## src/rtl/fir_coll_pkg.sv

```systemverilog
// Shared types and sizes for the FIR output collector.
// FIRCOLL_SEQ_EN adds an 8-bit per-channel sequence number to every word.
package fir_coll_pkg;

    localparam int NUM_CH = 4;
    localparam int DATA_W = 18;
    localparam int CH_W   = 2;
    localparam int SEQ_W  = 8;

`ifdef FIRCOLL_SEQ_EN
    localparam int ENTRY_W = DATA_W + SEQ_W;

    typedef struct packed {
        logic [CH_W-1:0]   chan;
        logic [DATA_W-1:0] data;
        logic [SEQ_W-1:0]  seq;
    } coll_word_t;
`else
    localparam int ENTRY_W = DATA_W;

    typedef struct packed {
        logic [CH_W-1:0]   chan;
        logic [DATA_W-1:0] data;
    } coll_word_t;
`endif

endpackage

```

## src/rtl/fir_coll_fifo.sv

```systemverilog
// Per-channel synchronous FIFO; pointers carry one extra wrap bit so full/empty
// come from the MSB. A push into a full FIFO is legal only when popping in the same cycle.
module fir_coll_fifo #(
    parameter int WIDTH = 18,
    parameter int DEPTH = 4
) (
    input  logic             clk,
    input  logic             rst_n,
    input  logic             push,
    input  logic             pop,
    input  logic [WIDTH-1:0] wdata,
    output logic [WIDTH-1:0] rdata,
    output logic             full,
    output logic             empty
);

    localparam int AW = $clog2(DEPTH);

    logic [AW:0]      wr_ptr_q, wr_ptr_d;
    logic [AW:0]      rd_ptr_q, rd_ptr_d;
    logic [WIDTH-1:0] mem_q [DEPTH];

    always_comb begin
        wr_ptr_d = wr_ptr_q + (AW+1)'(push);
        rd_ptr_d = rd_ptr_q + (AW+1)'(pop);
    end

    assign empty = (wr_ptr_q == rd_ptr_q);
    assign full  = (wr_ptr_q[AW] != rd_ptr_q[AW]) &&
                   (wr_ptr_q[AW-1:0] == rd_ptr_q[AW-1:0]);
    assign rdata = mem_q[rd_ptr_q[AW-1:0]];

    always_ff @(posedge clk or negedge rst_n) begin
        if (!rst_n) begin
            wr_ptr_q <= '0;
            rd_ptr_q <= '0;
        end else begin
            wr_ptr_q <= wr_ptr_d;
            rd_ptr_q <= rd_ptr_d;
        end
    end

    // Storage needs no reset: empty pointers hide stale contents.
    always_ff @(posedge clk) begin
        if (push) begin
            mem_q[wr_ptr_q[AW-1:0]] <= wdata;
        end
    end

endmodule

```

## src/rtl/fir_out_collector.sv

```systemverilog
// Captures toggle-flagged samples from four FIR channels and merges them round-robin
// onto one valid/ready stream. FIRCOLL_SEQ_EN adds the oSeq port and per-channel counters.
module fir_out_collector
    import fir_coll_pkg::*;
#(
    parameter int FIFO_DEPTH = 4
) (
    input  logic              iClk,
    input  logic              iRst,
    input  logic              iData0Changed,
    input  logic [DATA_W-1:0] iData0,
    input  logic              iData1Changed,
    input  logic [DATA_W-1:0] iData1,
    input  logic              iData2Changed,
    input  logic [DATA_W-1:0] iData2,
    input  logic              iData3Changed,
    input  logic [DATA_W-1:0] iData3,
    output logic              oValid,
    input  logic              iReady,
    output logic [DATA_W-1:0] oData,
    output logic [CH_W-1:0]   oChan,
    output logic [NUM_CH-1:0] oOverflow,
    input  logic              iOvfClr
`ifdef FIRCOLL_SEQ_EN
    ,
    output logic [SEQ_W-1:0]  oSeq
`endif
);

    logic [NUM_CH-1:0]  tog, chg, push, pop, drop, full, empty;
    logic [NUM_CH-1:0]  prev_q, prev_d, ovf_q, ovf_d;
    logic               armed_q, armed_d;
    logic [CH_W-1:0]    rr_q, rr_d;
    logic               valid_q, valid_d;
    coll_word_t         out_q, out_d;
    logic [DATA_W-1:0]  din    [NUM_CH];
    logic [ENTRY_W-1:0] wentry [NUM_CH];
    logic [ENTRY_W-1:0] rentry [NUM_CH];
    logic [CH_W-1:0]    grant, idx;
    logic               grant_vld, load;
`ifdef FIRCOLL_SEQ_EN
    logic [SEQ_W-1:0]   cnt_q [NUM_CH];
    logic [SEQ_W-1:0]   cnt_d [NUM_CH];
`endif

    assign tog    = {iData3Changed, iData2Changed, iData1Changed, iData0Changed};
    assign din[0] = iData0;
    assign din[1] = iData1;
    assign din[2] = iData2;
    assign din[3] = iData3;

    // Round-robin: first non-empty FIFO at or after rr_q.
    always_comb begin
        grant_vld = 1'b0;
        grant     = rr_q;
        idx       = rr_q;
        for (int k = 0; k < NUM_CH; k++) begin
            idx = rr_q + CH_W'(k);
            if (!grant_vld && !empty[idx]) begin
                grant_vld = 1'b1;
                grant     = idx;
            end
        end
    end

    always_comb begin
        load    = (!valid_q || iReady) && grant_vld;
        pop     = load ? (NUM_CH'(1) << grant) : '0;
        // Nothing is captured on the arming edge, only the toggle levels.
        chg     = armed_q ? (tog ^ prev_q) : '0;
        push    = chg & (~full | pop);
        drop    = chg & full & ~pop;
        ovf_d   = (iOvfClr ? '0 : ovf_q) | drop;
        prev_d  = tog;
        armed_d = 1'b1;
        rr_d    = load ? grant + CH_W'(1) : rr_q;
        valid_d = valid_q;
        out_d   = out_q;
        if (load) begin
            valid_d    = 1'b1;
            out_d.chan = grant;
            out_d.data = rentry[grant][DATA_W-1:0];
`ifdef FIRCOLL_SEQ_EN
            out_d.seq  = rentry[grant][ENTRY_W-1:DATA_W];
`endif
        end else if (iReady) begin
            valid_d = 1'b0;
        end
    end

    always_comb begin
        for (int ch = 0; ch < NUM_CH; ch++) begin
`ifdef FIRCOLL_SEQ_EN
            // Counter advances on every change, dropped or not, so gaps are visible.
            wentry[ch] = {cnt_q[ch], din[ch]};
            cnt_d[ch]  = cnt_q[ch] + SEQ_W'(chg[ch]);
`else
            wentry[ch] = din[ch];
`endif
        end
    end

    for (genvar ch = 0; ch < NUM_CH; ch++) begin : g_ch
        fir_coll_fifo #(
            .WIDTH (ENTRY_W),
            .DEPTH (FIFO_DEPTH)
        ) u_fifo (
            .clk   (iClk),
            .rst_n (iRst),
            .push  (push[ch]),
            .pop   (pop[ch]),
            .wdata (wentry[ch]),
            .rdata (rentry[ch]),
            .full  (full[ch]),
            .empty (empty[ch])
        );
    end

    always_ff @(posedge iClk or negedge iRst) begin
        if (!iRst) begin
            prev_q  <= '0;
            armed_q <= 1'b0;
            rr_q    <= '0;
            ovf_q   <= '0;
            valid_q <= 1'b0;
            out_q   <= '0;
        end else begin
            prev_q  <= prev_d;
            armed_q <= armed_d;
            rr_q    <= rr_d;
            ovf_q   <= ovf_d;
            valid_q <= valid_d;
            out_q   <= out_d;
        end
    end

`ifdef FIRCOLL_SEQ_EN
    always_ff @(posedge iClk or negedge iRst) begin
        if (!iRst) begin
            for (int ch = 0; ch < NUM_CH; ch++) cnt_q[ch] <= '0;
        end else begin
            for (int ch = 0; ch < NUM_CH; ch++) cnt_q[ch] <= cnt_d[ch];
        end
    end

    assign oSeq = out_q.seq;
`endif

    assign oValid    = valid_q;
    assign oData     = out_q.data;
    assign oChan     = out_q.chan;
    assign oOverflow = ovf_q;

endmodule

```

## config.mk

```make
export PLATFORM = sky130hd
export DESIGN_NAME = fir_out_collector
export DESIGN_NICKNAME = d
export VERILOG_FILES = /design/src/rtl/fir_coll_pkg.sv /design/src/rtl/fir_coll_fifo.sv /design/src/rtl/fir_out_collector.sv
export SDC_FILE = /design/constraint.sdc
export NUM_CORES = 1
export LEC_CHECK = 0
export ABC_AREA = 1
export CORE_ASPECT_RATIO = 0.5
export CORE_MARGIN = 3
export CORE_UTILIZATION = 45
export DETAILED_ROUTE_END_ITERATION = 10
export PLACE_DENSITY = 0.63
export SYNTH_ARGS = -nofsm -noshare
export SYNTH_HDL_FRONTEND = slang
export SYNTH_HIERARCHICAL = 1
export SYNTH_SLANG_ARGS = --single-unit
```

## constraint.sdc

```tcl
create_clock -name iClk -period 4.17 [get_ports iClk]
set_input_delay 0.6255 -clock iClk [delete_from_list [all_inputs] [get_ports iClk]]
set_output_delay 0.6255 -clock iClk [all_outputs]
set_load 0.01 [all_outputs]
```

==> impl_metrics.ini <==
[setup_path]
reg2reg_depth = 18
end_kind = flop
worstSetupPathType = flop to flop
required_ps = 4410
r2r_start = g_ch[1].u_fifo/wr_ptr_q[1]
worst_ep_arrival_time_ps = 3900
startpoint_type = flop
crit_start = g_ch[1].u_fifo/wr_ptr_q[1]
cp_max_fo = 18
reg2reg_to = g_ch[1].u_fifo/mem_q[2][12]
reg2reg_slack_ps = 510

[power]
p_per_area_nw_per_um2 = 761
vdd_drop_max_mv = 0.391
leakage_nw = 7.27

[drt]
via_per_inst = 5.16
wirelength_um = 33700
wire_per_inst_um = 17.5
first_pass_iters = 5
vias = 9915
drc = 0
detail-route-antenna-nets = 0
drt_iter0_markers = 783

[timing]
fin_ws_ps = 510
setup_violations = 0
fin_crit_ps = 3660
hold_slack_ps = 7.53
slew_headroom_pct = 53.4
timing.final.crit_share_pct = 87.8
worstMarginPinSlew_ps = 699
skew_ps = 20.4
hold_viol = 0
finalMaxSlewViolations = 0
rsz0062_at_grt = no
tns_ps = 0
fmax_mhz = 273

[final_layout]
drive_gt1_share_pct = 8.26
nNetsFinal = 1562
nFillCells = 2744
utilization_pct = 54.2
areaGrowthSynthToFinish_pct = 15.5
antenna_cells = 0

[clocking]
cts_setup_buffers = 0
cts_buffers = 31
cts_tree = built
clk_pin_slew_ps = 70
cts-hold-fix-buffers = 0
cts_max_level = 1
clock_latency_ps = 570
cts_resized = 0
clockRootBuffer = clkbuf_16
clockBufferDepth = 3
clkSinkCount = 344

[synth]
syn_inst = 1361
syn-num-nets = 1457
ys_seq_area_share_pct = 65.9
avgSynthCellArea_sq_um = 11.2
syn_area_sq_um = 15300
synth_cell_types = 28
synth-warning-count = 6
synth-seq-cells = 344

[placed_design]
io_buffers = 104
hpwl_um = 22600
gp_congestion = 0.910
dp_slack_ps = 564

[floorplan]
io_pins = 105
start_util_pct = 46.9
die_w_um = 266
dieArea_sq_um = 36300
fp.coreArea_sq_um = 32500
die_h_um = 136
row_count = 46

[global_routing]
grtUsageTotal_pct = 18.8
grt_pass1_wl_um = 52800
antenna_found_initial = 0
grt_overflow = 0
grt_max_degree = 74
grt_pass1_vias = 9828

[worst_hold_path]
hp-class = input pin to asynchronous set/reset pin

[job]
max_cap_violations = 0

[status]
status = completed
cell usage after synthesis:
master	n	area share [%]
o211ai_1	145	7.1
buf_4	10	0.49
dfrtp_1	56	9.2
clkinv_1	1	0.025
nand2_4	2	0.15
o21bai_1	1	0.049
inv_4	1	0.041
nand4_4	2	0.28
inv_1	171	4.2
a21boi_0	1	0.049
nand2_1	442	11
nand2_2	7	0.29
conb_1	1	0.025
xnor2_1	8	0.46
edfxtp_1	288	57
ha_1	16	1.3
nor2_4	2	0.15
inv_2	6	0.15
o22ai_2	1	0.082
buf_6	40	3.0
xor2_1	8	0.46
nand4_2	1	0.082
o21ai_0	2	0.066
nor2_1	18	0.44
nand3_1	95	3.1
a21boi_1	3	0.15
nor3_1	16	0.52
buf_2	17	0.56
cell usage in the layout (no fill, tap or decap), types with 8 or more instances in the layout:
cell type	instances
nand2_1	442
edfxtp_1	288
inv_1	171
o211ai_1	145
clkdlybuf4s50_1	103
nand3_1	95
dfrtp_1	52
buf_4	33
clkbuf_16	31
nor2_1	18
ha_1	16
nor3_2	9
xor2_1	8
xnor2_1	8
how the worst max path moves through the flow:
stage | end | cells after the start
finish | g_ch[1].u_fifo/mem_q[2][12] | 18
global route | g_ch[1].u_fifo/mem_q[2][12] | 18
CTS | g_ch[1].u_fifo/mem_q[2][12] | 18
detailed placement | g_ch[1].u_fifo/mem_q[2][2] | 18
global placement | g_ch[1].u_fifo/mem_q[1][9] | 18
floorplan | g_ch[2].u_fifo/mem_q[2][0] | 18
worst max-delay path, cell delays in order, from the launching register on:
cell and delay, ps:
dfrtp_1 470, inv_1 190, nand2_1 80, nand2_1 60, nand2_1 70, nor2_1 220, inv_1 100, nand2_1 100
nand3_1 120, nand2_2 180, nand4_4 180, clkinv_1 90, nand2_1 50, nand2_1 210, nand3_1 230, a21boi_0 310
inv_1 220, nor3_2 160, buf_4 300
layer usage:
metal / vias to the layer above / global-route usage, % / share of wire, %
li1: 4824 / - / -
met1: 4784 / 25.1 / 44
met3: 51 / 3.69 / 5.8
met2: 256 / 32.2 / 48
met4: 0 / 4.22 / 1.7
met5: - / 0 / 0
report_power, final:
group	total, mW	switching (mW)	internal (mW)
logic	5.86	3.99	1.87
clock network	2.78	1.23	1.55
registers	4.76	0.349	4.41
total	13.4	5.56	7.84
registers in the layout (all words and copies together), names as in the netlist:
| signal | cells |
|---|---|
| g_ch.u_fifo/mem_q | 288 |
| prev_q | 4 |
| rr_q | 2 |
| armed_q | 1 |
| g_ch.u_fifo/rd_ptr_q | 12 |
| oData | 18 |
| oChan | 2 |
| oValid | 1 |
| g_ch.u_fifo/wr_ptr_q | 12 |
| oOverflow | 4 |
cell families after synthesis:
| group | count (synthesis) | synth area share [%] |
|---|---|---|
| buffers and inverters | 246 | 8.42 |
| adders and majority gates | 16 | 1.31 |
| and+or+nand+nor | 585 | 15.9 |
| AOI/OAI and AO/OA | 153 | 7.53 |
| xor gates and xnor gates | 16 | 0.919 |
| DFF | 344 | 65.9 |
| other | 1 | 0.0246 |
layout make-up:
class	instances	area, sq um	share of cell area (%)
clock buffer	37	798	4.53
inverter	179	674	3.83
sequential	344	10100	57.1
timing repair buffer	139	1320	7.52
multi-input combinational	771	4040	23.0
clock inverter	19	180	1.02
tap	432	541	3.07
through the flow:
stage | instance area [sq um] | cells | power [mW]
final | 17600 | 1921 | 13.4
after global routing | 17600 | 1921 | 14.4
after CTS | 17600 | 1921 | 13.5
after detailed placement | 16600 | 1865 | 10.7
after global placement | 16600 | 1865 | 10.6
after floorplan | 15300 | 1361 | 9.04
Note: power is estimated with default switching activity, not from simulation.
